[config.mk]
export PLATFORM = sky130hd
export DESIGN_NAME = jtag_reg_ctrl
export DESIGN_NICKNAME = d
export VERILOG_FILES = /design/src/rtl/jtag_reg_pkg.sv /design/src/rtl/jtag_dr_shift.sv /design/src/rtl/jtag_reg_ctrl.sv
export SDC_FILE = /design/constraint.sdc
export NUM_CORES = 1
export LEC_CHECK = 0
export CORE_ASPECT_RATIO = 1.4
export CORE_UTILIZATION = 45
export CTS_BUF_LIST = sky130_fd_sc_hd__clkbuf_8
export DETAILED_ROUTE_END_ITERATION = 12
export PLACE_DENSITY = 0.74
export SETUP_SLACK_MARGIN = 0.4
export SKIP_LAST_GASP = 1
export SYNTH_ARGS = -nofsm -noshare
export SYNTH_HDL_FRONTEND = slang
export SYNTH_SLANG_ARGS = --single-unit
export TNS_END_PERCENT = 100
[constraint.sdc]
create_clock -name tck -period 1.92 [get_ports tck]
set_clock_uncertainty 0.1 [all_clocks]
set_input_delay 0.288 -clock tck [delete_from_list [all_inputs] [get_ports tck]]
set_output_delay 0.288 -clock tck [all_outputs]
set_load 0.03 [all_outputs]
[src/rtl/jtag_reg_pkg.sv]
// Shared frame layout, FSM encodings and configuration checks for the
// JTAG USER-chain register controller.
package jtag_reg_pkg;

  localparam logic [0:0] ST_IDLE = 1'b0;
  localparam logic [0:0] ST_BUSY = 1'b1;

  // Status bits sit directly above the data field in the response frame.
  localparam int STAT_DONE_OFS    = 0;
  localparam int STAT_TIMEOUT_OFS = 1;
  localparam int STAT_OVERRUN_OFS = 2;

  function automatic int addr_lsb(input int dw);
    return dw;
  endfunction

  function automatic int we_bit(input int aw, input int dw);
    return aw + dw;
  endfunction

  function automatic int stat_bit(input int dw, input int ofs);
    return dw + ofs;
  endfunction

  // Command and response frames share one shift register, so both layouts
  // must fill it exactly.
  function automatic bit frame_width_ok(input int aw, input int dw, input int jw,
                                        input int tc);
    return (jw == 1 + aw + dw) && (jw == dw + 3) && (tc >= 1);
  endfunction

endpackage

[src/rtl/jtag_dr_shift.sv]
// USER data-register shifter: parallel load at capture, LSB-first shift,
// tdo driven straight from bit 0.
module jtag_dr_shift
  import jtag_reg_pkg::*;
#(
  parameter int JDATA_WIDTH = 35
) (
  input  logic                   tck,
  input  logic                   jtag_resetn,
  input  logic                   sel,
  input  logic                   capture,
  input  logic                   shift,
  input  logic                   tdi,
  input  logic [JDATA_WIDTH-1:0] cap_data,
  output logic [JDATA_WIDTH-1:0] sr,
  output logic                   tdo
);

  always_ff @(posedge tck) begin
    if (!jtag_resetn) begin
      sr <= '0;
    end else if (sel && capture) begin
      sr <= cap_data;
    end else if (sel && shift) begin
      sr <= {tdi, sr[JDATA_WIDTH-1:1]};
    end
  end

  assign tdo = sr[0];

endmodule

[src/rtl/jtag_reg_ctrl.sv]
// Turns each JTAG USER frame into one register-bus transaction and reports
// the previous transaction's result and status on the next capture.
module jtag_reg_ctrl
  import jtag_reg_pkg::*;
#(
  parameter int ADDR_WIDTH     = 2,
  parameter int DATA_WIDTH     = 32,
  parameter int JDATA_WIDTH    = 35,
  parameter int TIMEOUT_CYCLES = 255
) (
  input  logic                  tck,
  input  logic                  jtag_resetn,
  input  logic                  sel,
  input  logic                  capture,
  input  logic                  shift,
  input  logic                  update,
  input  logic                  tdi,
  output logic                  tdo,
  output logic                  bus_req,
  output logic                  bus_we,
  output logic [ADDR_WIDTH-1:0] bus_addr,
  output logic [DATA_WIDTH-1:0] bus_wdata,
  input  logic                  bus_ack,
  input  logic [DATA_WIDTH-1:0] bus_rdata
);

  localparam int WE_BIT       = we_bit(ADDR_WIDTH, DATA_WIDTH);
  localparam int ADDR_LSB     = addr_lsb(DATA_WIDTH);
  localparam int STAT_DONE    = stat_bit(DATA_WIDTH, STAT_DONE_OFS);
  localparam int STAT_TIMEOUT = stat_bit(DATA_WIDTH, STAT_TIMEOUT_OFS);
  localparam int STAT_OVERRUN = stat_bit(DATA_WIDTH, STAT_OVERRUN_OFS);
  localparam int CNT_W        = (TIMEOUT_CYCLES > 1) ? $clog2(TIMEOUT_CYCLES) : 1;
  localparam logic [CNT_W-1:0] CNT_LAST = CNT_W'(TIMEOUT_CYCLES - 1);

  if (!frame_width_ok(ADDR_WIDTH, DATA_WIDTH, JDATA_WIDTH, TIMEOUT_CYCLES)) begin : g_bad_cfg
    $error("jtag_reg_ctrl: inconsistent frame widths or TIMEOUT_CYCLES");
  end

  logic [0:0]             state;
  logic [CNT_W-1:0]       cnt;
  logic [DATA_WIDTH-1:0]  rdata_q;
  logic                   done;
  logic                   timeout_f;
  logic                   overrun;
  logic [JDATA_WIDTH-1:0] sr;
  logic [JDATA_WIDTH-1:0] cap_data;
  logic                   cmd_capture;
  logic                   cmd_update;

  assign cmd_capture = capture & sel;
  assign cmd_update  = update & sel;

  always_comb begin
    cap_data                   = '0;
    cap_data[DATA_WIDTH-1:0]   = rdata_q;
    cap_data[STAT_DONE]        = done;
    cap_data[STAT_TIMEOUT]     = timeout_f;
    cap_data[STAT_OVERRUN]     = overrun;
  end

  jtag_dr_shift #(
    .JDATA_WIDTH(JDATA_WIDTH)
  ) u_dr_shift (
    .tck        (tck),
    .jtag_resetn(jtag_resetn),
    .sel        (sel),
    .capture    (capture),
    .shift      (shift),
    .tdi        (tdi),
    .cap_data   (cap_data),
    .sr         (sr),
    .tdo        (tdo)
  );

  // Capture clears the flags first; any set from the FSM below on the same
  // edge is written later and therefore wins.
  always_ff @(posedge tck) begin
    if (!jtag_resetn) begin
      state     <= ST_IDLE;
      cnt       <= '0;
      rdata_q   <= '0;
      done      <= 1'b0;
      timeout_f <= 1'b0;
      overrun   <= 1'b0;
      bus_req   <= 1'b0;
      bus_we    <= 1'b0;
      bus_addr  <= '0;
      bus_wdata <= '0;
    end else begin
      if (cmd_capture) begin
        done      <= 1'b0;
        timeout_f <= 1'b0;
        overrun   <= 1'b0;
      end
      case (state)
        ST_IDLE: begin
          if (cmd_update) begin
            bus_we    <= sr[WE_BIT];
            bus_addr  <= sr[ADDR_LSB +: ADDR_WIDTH];
            bus_wdata <= sr[DATA_WIDTH-1:0];
            bus_req   <= 1'b1;
            cnt       <= '0;
            done      <= 1'b0;
            state     <= ST_BUSY;
          end
        end
        ST_BUSY: begin
          if (cmd_update) begin
            overrun <= 1'b1;
          end
          if (bus_ack) begin
            if (!bus_we) begin
              rdata_q <= bus_rdata;
            end
            done    <= 1'b1;
            bus_req <= 1'b0;
            state   <= ST_IDLE;
          end else if (cnt == CNT_LAST) begin
            timeout_f <= 1'b1;
            done      <= 1'b0;
            bus_req   <= 1'b0;
            state     <= ST_IDLE;
          end else begin
            cnt <= cnt + CNT_W'(1);
          end
        end
        default: state <= ST_IDLE;
      endcase
    end
  end

endmodule

==> metrics.log, run 1 <==
INFO  metric grt.total_usage = 0.2298
INFO  metric outcome = finished clean
INFO  metric numClockSinks = 115
INFO  metric netlist.top_cell.by_area = dfxtp_1
INFO  metric synth_top_area_share = 0.5042
INFO  metric gp_routability_congestion = 0.8060
INFO  metric viasPerCell = 5.390
INFO  metric worst-endpoint-required = 2150 ps
INFO  metric dr.pass1.iters = 6
INFO  metric fill_cells = 920
INFO  metric post_synth_instance_area = 0.004566 mm²
INFO  metric r2r_start = cnt[1]$_SDFFE_PN0P_
INFO  metric top_library_cells_by_usage_in_the_layout_fill_and_taps_aside = nand2_1 (176), dfxtp_1 (108), a21oi_1 (104), o21ai_0 (71), nor2_1 (40)
INFO  metric global_route.overflow_total = 0
INFO  metric slowest_delay = 380 ps
INFO  metric timing.hold.ws = 323.5 ps
INFO  metric detail_route.wl_per_cell = 14.21 µm
INFO  metric grt_setup_unrepaired = yes
INFO  metric report.final.slew_viol_count = 0
INFO  metric clock_tree_root = clkbuf_8
INFO  metric synthesis.area_per_instance = 7.534 µm²
INFO  metric cts.htree.levels = 4
INFO  metric multiInputGateArea = 0.002112 mm²
INFO  metric post_synth_mux_area_share = 0
INFO  metric startpoint_type = register
INFO  metric die_x = 87.13 µm
INFO  metric port_buffers = 76
INFO  metric count_of_final_setup_violators = 0
INFO  metric drtAntennaViolNets = 0
INFO  metric clock.fmax = 652.8 MHz
INFO  metric synthXorXnorAreaFrac = 0
INFO  metric fp.dieArea = 0.01056 mm²
INFO  metric ys_ff_latch = 115
INFO  metric setup.reg_to_reg.worst_slack = 390 ps
INFO  metric vdd_drop_max = 0.4611 mV
INFO  metric regArea = 0.002318 mm²
INFO  metric cts_tree = built
INFO  metric insertion_delay = 410 ps
INFO  metric placementRows = 43
INFO  metric cts_inserted_buffers = 17
INFO  metric core_area = 0.009899 mm²
INFO  metric number_of_hold_buffers_added_after_cts = 0
INFO  metric maximum_capacitance_violations = 0
INFO  metric timing.hold.worst.class = in2reg
INFO  metric grt_pass1_wl = 19000 µm
INFO  metric tightest_slew = 369.0 ps
INFO  metric met1_track_demand_over_resource_in_global_routing = 0.2665
INFO  metric synthesis.instances = 606
INFO  metric via_count = 4447
INFO  metric synth_fp_nets = 648
INFO  metric period_needed = 1532 ps
INFO  metric synth.yosys.seq_area_share = 0.5042
INFO  metric layout.cells.most_common = nand2_1
INFO  metric final-instance-count-excl-fill = 825
INFO  metric setup.worst_path.end_class = register
INFO  metric fin_setup_tns = 0 ps
INFO  metric critical_path_peak_fanout = 6
INFO  metric synth-compound-area-share = 0.2231
INFO  metric synth_top_family_by_area = compound AO/OA/AOI/OAI gates
INFO  metric worst-endpoint-arrival = 1760 ps
INFO  metric regToRegEndpoint = cnt[2]$_SDFFE_PN0P_
INFO  metric worst_path_max_delay_cell = dfxtp_4
INFO  metric finalHoldViolCount = 0
INFO  metric timing.max_slew.rel_slack = 0.7540
INFO  metric power_per_cell_area = 812.7 mW/mm²
INFO  metric antenna_found_initial = 0
INFO  metric detail_route.wirelength = 11730 µm
INFO  metric worst-r2r-cell-count = 6
INFO  metric post-layout-total-power = 4.838 mW
INFO  metric met2_usage = 0.4040
INFO  metric clkSlewWorstSetupHoldPaths = 60 ps
INFO  metric cts_buffer_depth = 2
INFO  metric hold_path.startpoint = bus_rdata[20]
INFO  metric nets = 726
INFO  metric die_height = 121.2 µm
INFO  metric drt-initial-drc-count = 349
INFO  metric yosys_warnings = 0
INFO  metric diodes = 0
INFO  metric drcViolationCount = 0
INFO  metric design.portCount = 77
INFO  metric top_area_cells_in_the_synthesized_netlist = dfxtp_1 (50%), nand2_1 (14%), a21oi_1 (11%)
INFO  metric netlist-cell-type-count = 38
INFO  metric dpl.hpwl = 7552 µm
INFO  metric globalRoute.busiestLayer = met2
INFO  metric synthSimpleGateAreaFrac = 0.2162
INFO  metric crit_path_cell_trace = ha_4, nand3_4, o21ai_4, buf_6, or3_1, a21oi_1
INFO  metric crit_type = reg2reg
INFO  metric post_route_cells_drive_above_1_share = 0.1681
INFO  metric initial_utilization = 0.4612
INFO  metric post_synth_adder_cell_area = 0.005481
INFO  metric grt_max_degree = 77
INFO  metric layout_worst_path_cycle_share = 0.7978
INFO  metric cellLeakagePower = 2.172 nW
INFO  metric global_route.usage.met3 = 0.05646
INFO  metric layout-area-overhead-vs-synth = 30.39%
INFO  metric numPlacedInstances = 792
INFO  metric critical_path.startpoint = cnt[1]$_SDFFE_PN0P_
INFO  metric critPathCapture = cnt[2]$_SDFFE_PN0P_
INFO  metric grt_pass1_vias = 4189
-- power breakdown --
| part | switching (mW) | total, mW | internal, mW |
|---|---|---|---|
| registers | 0.0629 | 2.54 | 2.48 |
| logic | 0.323 | 0.558 | 0.235 |
| clock network | 0.818 | 1.74 | 0.921 |
-- per-layer routing --
metal	up-vias	wire length (µm)
li1	2183	-
met1	2106	4867
met2	142	6113
met3	16	580
met4	0	164
met5	-	0
-- worst max-delay path, delay by kind of cell, from the launching register on --
family / cells / cell delay (ps)
simple gates: 2 / 450
flops: 1 / 380
compound gates: 2 / 210
fa+ha+maj: 1 / 170
buf+inv: 1 / 130
-- how the worst min path moves through the flow --
stage,endpoint,slack [ps],cells past startpoint
floorplan,rdata_q[29]$_SDFFE_PN0P_,320,2
global placement,rdata_q[24]$_SDFFE_PN0P_,340,2
detailed placement,rdata_q[3]$_SDFFE_PN0P_,340,2
CTS,rdata_q[14]$_SDFFE_PN0P_,300,3
global route,rdata_q[20]$_SDFFE_PN0P_,300,3
finish,rdata_q[20]$_SDFFE_PN0P_,320,3
-- cells by family (layout without fill, tap and decap cells) --
kind of cell,Yosys count,in the layout
flip-flops,115,115
AND/OR/NAND/NOR,244,244
buffers and inverters,52,136
adder cells (fa/ha/maj),2,2
AO/OA/AOI/OAI,193,193
-- flip-flops by register name, indices dropped and copies added (netlist names) --
| name | cells |
|---|---|
| rdata_q | 32 |
| done | 1 |
| bus_wdata | 32 |
| timeout_f | 1 |
| bus_we | 1 |
| bus_req | 1 |
| overrun | 1 |
| u_dr_shift.sr | 35 |
| state | 1 |
| bus_addr | 2 |
| cnt | 8 |
-- through the flow --
| step | util | worst slack [ps] | cell area, µm² |
|---|---|---|---|
| after floorplan | - | 411.1 | 4567 |
| after CTS | 0.5967 | 356.0 | 5907 |
| after detailed placement | 0.5586 | -7.024 | 5530 |
| after global routing | 0.6014 | 357.3 | 5953 |
| final | 0.6014 | 388.1 | 5953 |
| after global placement | 0.5586 | 85.05 | 5530 |
-- cell usage after synthesis --
cell,instances
buf_1,3
o311ai_0,1
or3_1,1
a311oi_2,1
or4_1,3
nor2_1,42
o21ai_2,1
nand2_1,176
or2_2,1
dfxtp_1,115
a211oi_1,1
inv_1,5
a22oi_1,1
nand4_4,1
o21ai_1,1
a2bb2oi_1,1
nand2_2,1
buf_6,2
o211ai_2,1
o21ai_0,72
a31oi_1,2
and3_1,2
nand3_1,10
nor2_2,1
clkbuf_1,28
o22ai_1,2
o211ai_1,2
nand2b_1,1
buf_4,2
buf_2,12
nand4_1,2
o21a_1,2
a31o_2,1
ha_1,2
nor2b_1,1
or3_2,1
a21oi_1,104
nor3_1,1
-- final cells by class --
cell class,count,share of cell area
clock buffers,20,0.04624
clock inverters,5,0.003363
inverters,5,0.003153
multi-input cells,439,0.3548
flip-flops and latches,115,0.3894
well taps,135,0.02837
repair buffers,106,0.1747
-- timing repair --
action                     CTS  global route
gates cloned                 0             0
setup endpoints to repair   59            61
resized for setup          108            37
pin swaps                    1             6
buffers inserted             3             5
(Power assumes the default switching activity.)
==> run 2, diff against run 1 <==
--- a/config.mk
+++ b/config.mk
@@ -9,7 +9,7 @@
 export CORE_UTILIZATION = 45
 export CTS_BUF_LIST = sky130_fd_sc_hd__clkbuf_8
 export DETAILED_ROUTE_END_ITERATION = 12
-export PLACE_DENSITY = 0.74
+export PLACE_DENSITY = 0.77
 export SETUP_SLACK_MARGIN = 0.4
 export SKIP_LAST_GASP = 1
 export SYNTH_ARGS = -nofsm -noshare
==> constraint.sdc (replaced) <==
create_clock -name tck -period 1.3 [get_ports tck]
set_clock_uncertainty 0.1 [all_clocks]
set_input_delay 0.195 -clock tck [delete_from_list [all_inputs] [get_ports tck]]
set_output_delay 0.195 -clock tck [all_outputs]
set_load 0.03 [all_outputs]
==> run 2 against run 1 <==
The flow now finishes with violations (setup timing). Non-clock buffer count increased by 86. Combinational power rose to 3.0 times the previous value. Clock power rose by 94%. Register-to-register slack worse by 850 ps. Wire length increased by 100%. Cell area grew 40%. Clock-buffer cell count grew 1. Critical path type unchanged. Critical endpoint is now rdata_q[6]$_SDFFE_PN0P_. Largest power group unchanged.
==> metrics.log, run 2 (same netlist as run 1, synthesis figures left out) <==
INFO  metric cts_inserted_buffers = 17 (unchanged)
INFO  metric timing.max_slew.rel_slack = 0.6461 (-0.1079)
INFO  metric final-instance-count-excl-fill = 921 (+12%)
INFO  metric post_route_cells_drive_above_1_share = 0.6272 (+0.4591)
INFO  metric worst-endpoint-arrival = 2010 ps (+250 ps)
INFO  metric die_x = 87.13 µm (unchanged)
INFO  metric numPlacedInstances = 819 (+3.4%)
INFO  metric grt_pass1_wl = 25720 µm (+35%)
INFO  metric layout-area-overhead-vs-synth = 83.15%
INFO  metric timing.hold.worst.class = in2reg
INFO  metric layout.cells.most_common = buf_4
INFO  metric design.portCount = 77 (unchanged)
INFO  metric fin_ws = -464.6 ps (-852.7 ps)
INFO  metric utilization = 0.8447 (+0.2433)
INFO  metric dpl_cell_area = 0.005798 mm² (+4.8%)
INFO  metric final_cell_area = 0.008362 mm² (+40%)
INFO  metric initial_utilization = 0.4612 (unchanged)
INFO  metric power.switching_fraction = 0.2983 (+0.04952)
INFO  metric cellLeakagePower = 3.535 nW (+63%)
INFO  metric insertion_delay = 470 ps (+60 ps)
INFO  metric grt_setup_unrepaired = yes
INFO  metric fp.dieArea = 0.01056 mm² (unchanged)
INFO  metric crit_type = reg2reg
INFO  metric dr.pass1.iters = 9 (+3)
INFO  metric part_of_the_total_power_dissipated_in_sequential_elements = 0.431 (-0.094)
INFO  metric power_per_cell_area = 1057 mW/mm² (+30%)
INFO  metric violations = setup timing
INFO  metric worst-endpoint-required = 1550 ps (-600 ps)
INFO  metric post-place-ws = -437.5 ps (-430.5 ps)
INFO  metric top_library_cells_by_usage_in_the_layout_fill_and_taps_aside = buf_4 (75), nand2_1 (72), nand2_4 (65), a21oi_2 (64), o21ai_1 (62)
INFO  metric drcViolationCount = 0 (unchanged)
INFO  metric combinationalPowerShare = 0.186 (+0.071)
INFO  metric drtAntennaViolNets = 0 (unchanged)
INFO  metric die_height = 121.2 µm (unchanged)
INFO  metric timing.hold.ws = 214.3 ps (-109.2 ps)
INFO  metric fin_setup_tns = -9631 ps (-9631 ps)
INFO  metric dpl.hpwl = 7931 µm (+5.0%)
INFO  metric clock.fmax = 566.7 MHz (-13%)
INFO  metric numClockSinks = 115 (unchanged)
INFO  metric share_clk_of_total_power = 0.382 (+0.023)
INFO  metric layout_worst_path_cycle_share = 1.357 (+0.5595)
INFO  metric setup.worst_path.end_class = register
INFO  metric global_route.overflow_total = 0 (unchanged)
INFO  metric period_needed = 1765 ps (+232.7 ps)
INFO  metric viasPerCell = 6.545 (+21%)
INFO  metric clock_tree_root = clkbuf_8
INFO  metric cts_tree = built
INFO  metric finalHoldViolCount = 0 (unchanged)
INFO  metric largest_register_ff_count = 35 (unchanged)
INFO  metric cts.htree.levels = 4 (unchanged)
INFO  metric port_buffers = 76 (unchanged)
INFO  metric cts_buffer_depth = 2 (unchanged)
INFO  metric count_of_final_setup_violators = 81 (+81)
INFO  metric core_area = 0.009899 mm² (unchanged)
INFO  metric clkSlewWorstSetupHoldPaths = 70 ps (about the same)
INFO  metric detail_route.wirelength = 23840 µm (+100%)
INFO  metric via_count = 6028 (+36%)
INFO  metric internal-power = 6.202 mW (+71%)
INFO  metric diodes = 0 (unchanged)
INFO  metric gp_routability_congestion = 0.8454 (+4.9%)
INFO  metric grt_max_degree = 43 (-44%)
INFO  metric placementRows = 43 (unchanged)
INFO  metric tightest_slew = 530.8 ps (+161.8 ps)
INFO  metric post-layout-total-power = 8.840 mW (+83%)
INFO  metric grt.total_usage = 0.3257 (+0.09589)
INFO  metric critical_path_peak_fanout = 7 (+1)
INFO  metric startpoint_type = register
INFO  metric vdd_drop_max = 0.9041 mV (+96%)
INFO  metric drt-initial-drc-count = 832 (+140%)
INFO  metric nets = 819 (+13%)
INFO  metric outcome = complete, but fails checks
INFO  metric grt_pass1_vias = 4991 (+19%)
INFO  metric fill_cells = 482 (-48%)
INFO  metric switchingPower = 2.637 mW (+120%)
INFO  metric detail_route.wl_per_cell = 25.88 µm (+82%)
INFO  metric regMostFlops = u_dr_shift.sr
INFO  metric antenna_found_initial = 1 (+1)
INFO  metric number_of_hold_buffers_added_after_cts = 0 (unchanged)
INFO  metric reg_top3 = u_dr_shift.sr: 35 flops, bus_wdata: 32 flops, rdata_q: 32 flops
INFO  metric maximum_capacitance_violations = 0 (unchanged)
INFO  metric report.final.slew_viol_count = 0 (unchanged)
run 2: worst paths after layout:
| check | slack (ps) | cells after the start | to | start |
|---|---|---|---|---|
| worst max register to register | -460 | 7 | rdata_q[6]$_SDFFE_PN0P_ | state$_SDFF_PN0_ |
| worst min-delay path | 210 | 3 | rdata_q[15]$_SDFFE_PN0P_ | bus_rdata[15] |
| worst min register to register | 370 | 2 | bus_wdata[5]$_SDFFE_PN0P_ | bus_wdata[5]$_SDFFE_PN0P_ |
| worst max-delay path | -460 | 7 | rdata_q[6]$_SDFFE_PN0P_ | state$_SDFF_PN0_ |
run 2: layout make-up:
class | count | area [µm²] | area share
inverter | 5 | 31.28 | 0.003741
tap | 135 | 168.9 | 0.02020
sequential | 115 | 2480 | 0.2966
clock inverter | 7 | 85.08 | 0.01018
clock buffer | 21 | 289.0 | 0.03457
timing repair buffer | 192 | 2082 | 0.2490
multi-input combinational | 446 | 3226 | 0.3858
run 2: worst max-delay path, stage by stage, from the launching register on:
cell and delay [ps]:
dfxtp_4 380, buf_6 140, nand2_8 90, nor2_4 240
buf_6 140, buf_12 160, nand2_4 100, a21oi_2 300
run 2: power groups by stage:
stage | Sequential, mW | Combinational (mW) | Clock (mW)
global placement | 3.82 | 0.872 | 0
global route | 3.81 | 1.69 | 3.50
floorplan | 3.87 | 0.500 | 0
finish | 3.81 | 1.65 | 3.38
detailed placement | 3.83 | 0.895 | 0
CTS | 3.78 | 1.17 | 3.20
run 2: repair_timing:
item                                    4_1_cts  5_1_grt
gates resized for setup                     259      294
endpoints found under the setup margin      152      150
hold endpoints to repair                      0        0
pin swaps                                    69      160
setup buffers                                19       38
gates cloned                                 13        4
run 2: per-layer routing:
layer / global-route usage / wire (µm) / vias up
met5: 0 / 13 / -
met4: 0.1814 / 2048 / 2
met3: 0.09252 / 2867 / 230
met2: 0.5408 / 11200 / 581
met1: 0.3722 / 7710 / 2821
li1: - / - / 2394
==> run 3, diff against run 2 <==
--- a/config.mk
+++ b/config.mk
@@ -6,10 +6,11 @@
 export NUM_CORES = 1
 export LEC_CHECK = 0
 export CORE_ASPECT_RATIO = 1.4
+export CORE_MARGIN = 8
 export CORE_UTILIZATION = 45
 export CTS_BUF_LIST = sky130_fd_sc_hd__clkbuf_8
 export DETAILED_ROUTE_END_ITERATION = 12
-export PLACE_DENSITY = 0.77
+export PLACE_DENSITY = 0.74
 export SETUP_SLACK_MARGIN = 0.4
 export SKIP_LAST_GASP = 1
 export SYNTH_ARGS = -nofsm -noshare
==> constraint.sdc (replaced) <==
create_clock -name tck -period 1.9 [get_ports tck]
set_clock_uncertainty 0.1 [all_clocks]
set_input_delay 0.285 -clock tck [delete_from_list [all_inputs] [get_ports tck]]
set_output_delay 0.285 -clock tck [all_outputs]
set_load 0.03 [all_outputs]
==> run 3 against run 2 <==
The flow now finishes without violations. Die area rose by 29%. Worst setup slack improved by 870 ps. Sequential share of layout area rose by 8.4 points. Non-clock buffer count fell by 87. Final cell count fell by 9.9%. Via count fell by 26%. Clock-buffer cell count rose by 2. Cell area fell by 27%. Combinational power fell by 66%. Critical path type unchanged.
==> metrics.log, run 3 (same netlist as run 1, synthesis figures left out) <==
INFO  metric power.switching_fraction = 0.2285 (-0.06989)
INFO  metric post-place-ws = 46.41 ps (+483.9 ps)
INFO  metric fp.dieArea = 0.01367 mm² (+29%)
INFO  metric top_library_cells_by_usage_in_the_layout_fill_and_taps_aside = nand2_1 (176), dfxtp_1 (108), a21oi_1 (104), o21ai_0 (72), nor2_1 (41)
INFO  metric outcome = finished clean
INFO  metric detail_route.wirelength = 12410 µm (-48%)
INFO  metric numClockSinks = 115 (unchanged)
INFO  metric design.portCount = 77 (unchanged)
INFO  metric number_of_hold_buffers_added_after_cts = 0 (unchanged)
INFO  metric clock_tree_root = clkbuf_8
INFO  metric drtAntennaViolNets = 0 (unchanged)
INFO  metric switchingPower = 1.333 mW (-49%)
INFO  metric grt_pass1_wl = 20510 µm (-20%)
INFO  metric layout.cells.most_common = nand2_1
INFO  metric dr.pass1.iters = 5 (-4)
INFO  metric critical_path_peak_fanout = 6 (-1)
INFO  metric crit_path_cell_trace = inv_2, ha_4, nand3_4, o21ai_4, buf_6, buf_6, buf_4, o22ai_1
INFO  metric nets = 725 (-11%)
INFO  metric post-layout-total-power = 5.837 mW (-34%)
INFO  metric power_per_cell_area = 959.5 mW/mm² (-9.2%)
INFO  metric globalRoute.busiestLayer = met2
INFO  metric met2_usage = 0.3228 (-0.2180)
INFO  metric cellLeakagePower = 2.233 nW (-37%)
INFO  metric detail_route.wl_per_cell = 14.95 µm (-42%)
INFO  metric die_x = 101.1 µm (+16%)
INFO  metric core_area = 0.009899 mm² (unchanged)
INFO  metric initial_utilization = 0.4612 (unchanged)
INFO  metric share_clk_of_total_power = 0.464 (+0.082)
INFO  metric reg_top3 = u_dr_shift.sr: 35 flops, bus_wdata: 32 flops, rdata_q: 32 flops
INFO  metric worst-endpoint-arrival = 1710 ps (-300 ps)
INFO  metric placementRows = 43 (unchanged)
INFO  metric fin_ws = 405.2 ps (+869.7 ps)
INFO  metric grt_setup_unrepaired = yes
INFO  metric largest_register_ff_count = 35 (unchanged)
INFO  metric startpoint_type = register
INFO  metric slowest_delay = 340 ps (-40 ps)
INFO  metric via_count = 4463 (-26%)
INFO  metric antenna_found_initial = 0 (-1)
INFO  metric combinationalPowerShare = 0.096 (-0.090)
INFO  metric dpl.hpwl = 8115 µm (+2.3%)
INFO  metric clock.fmax = 669.0 MHz (+18%)
INFO  metric worst-endpoint-required = 2110 ps (+560 ps)
INFO  metric met1_track_demand_over_resource_in_global_routing = 0.2063 (-0.1659)
INFO  metric critical_path_buf_inv_count = 4 (+1)
INFO  metric layout-area-overhead-vs-synth = 33.24%
INFO  metric cts_inserted_buffers = 17 (unchanged)
INFO  metric timing.max_slew.rel_slack = 0.7706 (+0.1245)
INFO  metric drcViolationCount = 0 (unchanged)
INFO  metric dpl_cell_area = 0.005518 mm² (-4.8%)
INFO  metric final-instance-count-excl-fill = 830 (-9.9%)
INFO  metric maximum_capacitance_violations = 0 (unchanged)
INFO  metric grt.total_usage = 0.1873 (-0.1384)
INFO  metric vdd_drop_max = 0.4938 mV (-45%)
INFO  metric cts_tree = built
INFO  metric timing.hold.ws = 300.6 ps (+86.26 ps)
INFO  metric worst_path_max_delay_cell = dfxtp_4
INFO  metric layout_worst_path_cycle_share = 0.7867 (-0.5706)
INFO  metric diodes = 0 (unchanged)
INFO  metric grt_max_degree = 77 (+79%)
INFO  metric critical_path.most_common_cell = buf_6
INFO  metric global_route.usage.met3 = 0.05195 (-0.04056)
INFO  metric final_cell_area = 0.006083 mm² (-27%)
INFO  metric period_needed = 1495 ps (-269.7 ps)
INFO  metric regMostFlops = u_dr_shift.sr
INFO  metric report.final.slew_viol_count = 0 (unchanged)
INFO  metric clkSlewWorstSetupHoldPaths = 70 ps (about the same)
INFO  metric cts.htree.levels = 4 (unchanged)
INFO  metric global_route.overflow_total = 0 (unchanged)
INFO  metric drt-initial-drc-count = 314 (-62%)
INFO  metric critPathTopFamily = buffers and inverters
INFO  metric post_route_cells_drive_above_1_share = 0.1727 (-0.4546)
INFO  metric cts_buffer_depth = 2 (unchanged)
INFO  metric grt_pass1_vias = 4407 (-12%)
INFO  metric setup.worst_path.end_class = register
INFO  metric part_of_the_total_power_dissipated_in_sequential_elements = 0.440 (+0.009)
INFO  metric numPlacedInstances = 793 (-3.2%)
INFO  metric finalHoldViolCount = 0 (unchanged)
INFO  metric tightest_slew = 344.1 ps (-186.7 ps)
INFO  metric gp_routability_congestion = 0.8709 (+3.0%)
INFO  metric viasPerCell = 5.377 (-18%)
INFO  metric crit_type = reg2reg
INFO  metric port_buffers = 76 (unchanged)
INFO  metric die_height = 135.2 µm (+12%)
INFO  metric fin_setup_tns = 0 ps (+9631 ps)
INFO  metric insertion_delay = 430 ps (-40 ps)
INFO  metric count_of_final_setup_violators = 0 (-100%)
INFO  metric internal-power = 4.503 mW (-27%)
INFO  metric timing.hold.worst.class = in2reg
INFO  metric utilization = 0.6145 (-0.2302)
run 3: cell types whose count changed in the layout (fill, tap and decap cells not counted), sizes merged:
cell / delta
buf: -111
clkdlybuf4s15: +21
clkdlybuf4s50: +4
o21a: -4
bufinv: +3
clkdlybuf4s18: +3
clkinv: -2
dlygate4sd2: -2
or2: -2
clkinvlp: +1
inv: -1
nand3: -1
run 3: layout make-up:
type | instances | area, µm²
timing repair buffer | 105 | 1015
clock inverter | 8 | 170.2
multi-input combinational | 439 | 2078
clock buffer | 23 | 316.6
tap | 135 | 168.9
sequential | 115 | 2316
inverter | 5 | 18.77
fill | 916 | 3816
run 3: power groups by stage:
stage / Clock (mW) / Combinational (mW) / Sequential [mW]
finish: 2.71 / 0.563 / 2.57
global placement: 0 / 0.543 / 2.62
detailed placement: 0 / 0.555 / 2.62
global route: 2.86 / 0.623 / 2.58
CTS: 2.73 / 0.556 / 2.57
floorplan: 0 / 0.285 / 2.65
run 3: what timing repair did:
item | 4_1_cts | 5_1_grt
gates cloned | 0 | 0
resized for setup | 122 | 43
setup endpoints to repair | 47 | 31
pin swaps | 0 | 4
setup buffers | 1 | 5
run 3: worst paths after layout:
| path | startpoint | endpoint | cells past startpoint | slack [ps] |
|---|---|---|---|---|
| worst max register to register | cnt[0]$_SDFFE_PN0P_ | cnt[0]$_SDFFE_PN0P_ | 8 | 410 |
| worst min-delay path | bus_rdata[12] | rdata_q[12]$_SDFFE_PN0P_ | 3 | 300 |
| worst max-delay path | cnt[0]$_SDFFE_PN0P_ | cnt[0]$_SDFFE_PN0P_ | 8 | 410 |
| worst min register to register | rdata_q[20]$_SDFFE_PN0P_ | rdata_q[20]$_SDFFE_PN0P_ | 2 | 350 |
run 3: worst reg2reg max path: stages (launching register included):
cell and delay, ps:
dfxtp_4 340, inv_2 60, ha_4 150, nand3_4 100, o21ai_4 210, buf_6 150
buf_6 120, buf_4 100, o22ai_1 50
run 3: routing by layer:
layer,share of wire,vias to the layer above,wire (µm)
li1,-,2179,-
met1,0.39,2101,4882
met2,0.52,154,6468
met3,0.059,29,730
met4,0.026,0,328
met5,0,-,0
